[src/rtl/mem_fill_pkg.sv]
// Shared types for the memory fill engine: FSM states and fill patterns.
package mem_fill_pkg;

    typedef enum logic [1:0] {
        S_IDLE  = 2'd0,
        S_WRITE = 2'd1,
        S_DONE  = 2'd2
    } state_e;

    typedef enum logic [1:0] {
        M_IDENTITY = 2'd0,
        M_CONST    = 2'd1,
        M_INCR     = 2'd2,
        M_RSVD     = 2'd3
    } mode_e;

endpackage

[src/rtl/mem_fill_datagen.sv]
// Combinational fill-pattern generator.
module mem_fill_datagen
    import mem_fill_pkg::*;
#(
    parameter int ADDR_W = 8,
    parameter int DATA_W = 8
) (
    input  mode_e             mode,
    input  logic [ADDR_W-1:0] counter,
    input  logic [ADDR_W-1:0] base,
    input  logic [DATA_W-1:0] fill_value,
    output logic [DATA_W-1:0] data
);

    localparam int W = (ADDR_W > DATA_W) ? ADDR_W : DATA_W;

    logic [W-1:0] w_off;

    // counter never drops below base while writing, so the offset is unsigned
    assign w_off = W'(counter) - W'(base);

    always_comb begin
        data = fill_value;
        case (mode)
            M_IDENTITY: data = DATA_W'(counter);
            M_INCR:     data = fill_value + DATA_W'(w_off);
            default:    data = fill_value;
        endcase
    end

endmodule

[src/rtl/mem_fill_fsm.sv]
// Memory fill engine: writes a pattern over [base_addr, last_addr]
// with a wr_ready handshake, abort, and range-error detection.
module mem_fill_fsm
    import mem_fill_pkg::*;
#(
    parameter int ADDR_W = 8,
    parameter int DATA_W = 8
) (
    input  logic              clk,
    input  logic              rst_n,
    input  logic              start,
    input  logic              abort,
    input  logic [1:0]        mode,
    input  logic [ADDR_W-1:0] base_addr,
    input  logic [ADDR_W-1:0] last_addr,
    input  logic [DATA_W-1:0] fill_value,
    input  logic              wr_ready,
    output logic              wr_en,
    output logic [ADDR_W-1:0] mem_addr,
    output logic [DATA_W-1:0] wr_data,
    output logic              busy,
    output logic              finish,
    output logic              range_err
);

    state_e            r_state;
    state_e            w_state_nxt;
    logic [ADDR_W-1:0] r_cnt;
    logic [ADDR_W-1:0] r_base;
    logic [ADDR_W-1:0] r_last;
    logic [DATA_W-1:0] r_fill;
    mode_e             r_mode;
    logic [DATA_W-1:0] w_data;
    logic              w_is_write;

    mem_fill_datagen #(
        .ADDR_W (ADDR_W),
        .DATA_W (DATA_W)
    ) u_datagen (
        .mode       (r_mode),
        .counter    (r_cnt),
        .base       (r_base),
        .fill_value (r_fill),
        .data       (w_data)
    );

    always_ff @(posedge clk) begin
        if (!rst_n) begin
            r_state <= S_IDLE;
        end else begin
            r_state <= w_state_nxt;
        end
    end

    always_comb begin
        w_state_nxt = r_state;
        unique case (r_state)
            S_IDLE: begin
                if (start) begin
                    w_state_nxt = (last_addr < base_addr) ? S_DONE : S_WRITE;
                end
            end
            S_WRITE: begin
                if (abort) begin
                    w_state_nxt = S_IDLE;
                end else if (wr_ready && (r_cnt == r_last)) begin
                    w_state_nxt = S_DONE;
                end
            end
            S_DONE:  w_state_nxt = S_IDLE;
            default: w_state_nxt = S_IDLE;
        endcase
    end

    // Counter holds on the final word so last_addr at full scale never wraps
    always_ff @(posedge clk) begin
        if (!rst_n) begin
            r_cnt  <= '0;
            r_base <= '0;
            r_last <= '0;
            r_fill <= '0;
            r_mode <= M_IDENTITY;
        end else if ((r_state == S_IDLE) && start) begin
            r_cnt  <= base_addr;
            r_base <= base_addr;
            r_last <= last_addr;
            r_fill <= fill_value;
            r_mode <= mode_e'(mode);
        end else if ((r_state == S_WRITE) && !abort && wr_ready
                     && (r_cnt != r_last)) begin
            r_cnt <= r_cnt + 1'b1;
        end
    end

    assign w_is_write = (r_state == S_WRITE);
    assign wr_en      = w_is_write;
    assign busy       = w_is_write || (r_state == S_DONE);
    assign finish     = (r_state == S_DONE);
    assign range_err  = (r_state == S_DONE) && (r_last < r_base);
    assign mem_addr   = w_is_write ? r_cnt : '0;
    assign wr_data    = w_is_write ? w_data : '0;

endmodule

[config.mk]
export PLATFORM = sky130hd
export DESIGN_NAME = mem_fill_fsm
export DESIGN_NICKNAME = d
export VERILOG_FILES = /design/src/rtl/mem_fill_pkg.sv /design/src/rtl/mem_fill_datagen.sv /design/src/rtl/mem_fill_fsm.sv
export SDC_FILE = /design/constraint.sdc
export NUM_CORES = 1
export LEC_CHECK = 0
export ABC_CLOCK_PERIOD_IN_PS = 2800
export BUFFER_PORTS_ARGS = -buffer_cell sky130_fd_sc_hd__buf_4
export CAP_MARGIN = 5
export CORE_MARGIN = 2
export CORE_UTILIZATION = 51
export DETAILED_ROUTE_END_ITERATION = 10
export PLACE_DENSITY = 0.84
export SYNTH_ARGS = -nofsm -noshare
export SYNTH_HDL_FRONTEND = slang
export SYNTH_HIERARCHICAL = 1
export SYNTH_SLANG_ARGS = --single-unit
[constraint.sdc]
create_clock -name clk -period 2.8 [get_ports clk]
set_clock_uncertainty 0.15 [all_clocks]
set_input_delay 0.28 -clock clk [delete_from_list [all_inputs] [get_ports clk]]
set_output_delay 0.28 -clock clk [all_outputs]
set_load 0.01 [all_outputs]
==> reports/results.txt <==
unrepaired setup endpoints after global routing: yes
type of origin of the critical path: flip-flop
part of the Yosys area used for sequential elements: 26.9%
status: finished with violations
failing checks: setup timing
Vias/cell: 5.30
Post-CTS Hold Buffers: 0
P&R area growth vs syn: 31.2%
total power: 1.96 mW
Max-Cap Viols: 0
complex-gate fraction of the synthesized area: 20.4%
top cells by area, synth: dfxtp_1 (27%), ha_1 (12%), nand2_1 (9.1%), a21oi_1 (7.7%), inv_1 (6.4%)
Worst Path Required: 2.37 ns
post-synth top area share: 26.9%
Cells after Synth: 348
Comb pwr share: 48.9%
Hold Violations, Final: 0
Netlist cell types: 38
top_reg_cell synth: dfxtp_1
Post-route DRC: 0
CP Data Arrival Time: 2.73 ns
Synth Area per Inst: 7.70 µm²
final worst path period need: 3.16 ns
Vias: 2,599
largest net degree at the start of global routing: 30
Cell Area, Synth: 2680 µm²
largest family of logic cells by synthesized area: compound AO/OA/AOI/OAI gates
Synth Area in XOR/XNOR: 6.21%
Core ar.: 5070 µm²
num rows: 26
Hold Worst Slack: 0.0844 ns
final worst path period share: 113%
clock share of power: 19.9%
Slew @ Worst Pin: 0.991 ns
later-pin clock latency in the skew report: 0.29 ns
Top Ports: 51
flop and latch count out of synthesis: 36
synth warn: 6
vias in the first global route: 2,579
die boundary width: 76.5 µm
Worst setup EP type: primary output
Non-Filler Instances: 490
Total Routing Usage GR: 24.9%
Routed WL per cell: 14.3 µm
Pwr Density: 557 nW/µm²
fmax: 0.316 GHz
CTS tree: done
Post-DP HPWL: 4.98 mm
layout cells sized above 1: 28.3%
Sw Pwr: 724 µW
Finish-stage setup viols: 6
gpl congestion: 0.850
nets@finish: 483
P_int: 1.23 mW
clock slew at reported path FFs: 0.07 ns
Synth async-reset ratio: 0%
post-place setup slack: -0.218 ns
Sum Neg Setup Slack: -1.41 ns
Max clock buf depth: 2
drt total wl: 6.98 mm
leak pwr: 1.62 nW
EDFF count, synth: 0
most frequent cells in the layout: buf_4 (73), nand2_1 (64), inv_1 (40)
die extent in y: 76.5 µm
fin worst setup slack: -0.363 ns
worst-path fanout max: 2
worst hold path class: in2reg
Die ar.: 5850 µm²
fraction of the mapped netlist area in adder cells: 17.4%
first-pass GRT wire length: 11.9 mm
fin. max-slew vios: 0
Worst Setup Path Type: reg2out
number of nets with antenna violations after routing: 0
Flop pwr share: 31.3%
CTS Root Cell: clkbuf_8
initial antenna violation count: 0
Slew headroom: 33.9%
placed cells: 477
initial core utilization: 52.8%
commonest non-fill, non-tap cell in the layout: buf_4
TritonCTS Buffers: 5
diode count: 0
Detailed Route Iter0 Violations: 143
TritonRoute pass-1 iters: 4
clock sinks: 36
post-synthesis net count: 412
Max VDD drop: 0.000350 V
mux cell area share after synthesis: 1.12%
post-synthesis cell type with the largest combined area: dfxtp_1
switch share: 37.0%
port bufs: 50
Clock H-tree levels: 2
global route overflow: 0
post-synthesis simple-gate area fraction: 19.7%
[power groups by stage]
stage	clock network (mW)	registers [mW]	logic [mW]
2_1_floorplan	0	0.616	0.504
3_3_place_gp	0	0.616	0.729
3_5_place_dp	0	0.621	0.757
4_1_cts	0.392	0.610	0.876
5_1_grt	0.419	0.619	1.05
6_report	0.389	0.612	0.956
[worst max-delay path, stage by stage, from the launching register on]
cell and delay (ns):
dfxtp_2 0.34, inv_2 0.04, fa_1 0.55, inv_2 0.06, fa_2 0.35, a21o_2 0.24, a211o_1 0.28, a311oi_2 0.23
a21oi_1 0.08, and2_4 0.17, buf_6 0.11
[Yosys cell counts (2+ instances only)]
cell type,instances
a211o_1,2
a211oi_2,2
a21o_1,4
a21o_2,2
a21oi_1,41
a22oi_1,3
a311oi_1,2
a31oi_1,2
and2_1,17
and3_1,3
clkbuf_1,12
dfxtp_1,36
fa_1,7
ha_1,26
inv_1,46
mux2i_1,3
nand2_1,65
nand2b_1,4
nand3_1,3
nand4_1,5
nor2_1,9
nor2b_1,2
nor4_2,2
o211ai_1,3
o21ai_0,17
xnor2_1,4
xor2_1,15
[what timing repair did]
action                     CTS  global route
setup endpoints to repair    6             7
gates resized for setup     22            14
hold endpoints to repair     0             0
pin swaps                   14            10
buffers inserted             4             1
[per-layer routing]
metal | GRT usage (%) | part of all wire, % | up-vias
li1 | - | - | 1296
met1 | 31.9 | 45 | 1187
met2 | 41.8 | 48 | 101
met3 | 4.62 | 5.2 | 15
met4 | 9.09 | 2.1 | 0
met5 | 0 | 0 | -
[layout make-up]
class	instances	area (µm²)
tap	70	87.6
inverter	46	173
timing repair buffer	77	593
sequential	36	728
fill	436	1560
multi-input combinational	253	1840
clock buffer	8	90.1
[path summary, 6_finish.rpt]
kind | startpoint | to | slack [ns] | cells past startpoint
setup / recovery | r_cnt[1]$_SDFFE_PN0P_ | wr_data[4] | -0.36 | 10
hold / removal | fill_value[7] | r_fill[7]$_SDFFE_PN0P_ | 0.08 | 3
hold reg to reg | r_fill[4]$_SDFFE_PN0P_ | r_fill[4]$_SDFFE_PN0P_ | 0.32 | 2
setup reg to reg | r_state[1]$_SDFFE_PN0P_ | r_cnt[4]$_SDFFE_PN0P_ | 0.73 | 8
[cells by family after synthesis]
kind of cell,Yosys count
fa+ha+maj,33
buf+inv,59
compound gates,86
simple gates,112
xor+xnor,19
flops,36
mux,3
[state kept, by name (all words and copies together), names as in the netlist]
register  cells
r_base        8
r_cnt         8
r_fill        8
r_last        8
r_mode        2
r_state       2
[through the flow]
step	util [%]	instance area, µm²
after global routing	69.3	3520
after CTS	68.4	3470
after floorplan	-	2680
after global placement	64.2	3260
final	69.3	3520
after detailed placement	64.2	3260
No activity file was read; power rests on OpenSTA's default activity.
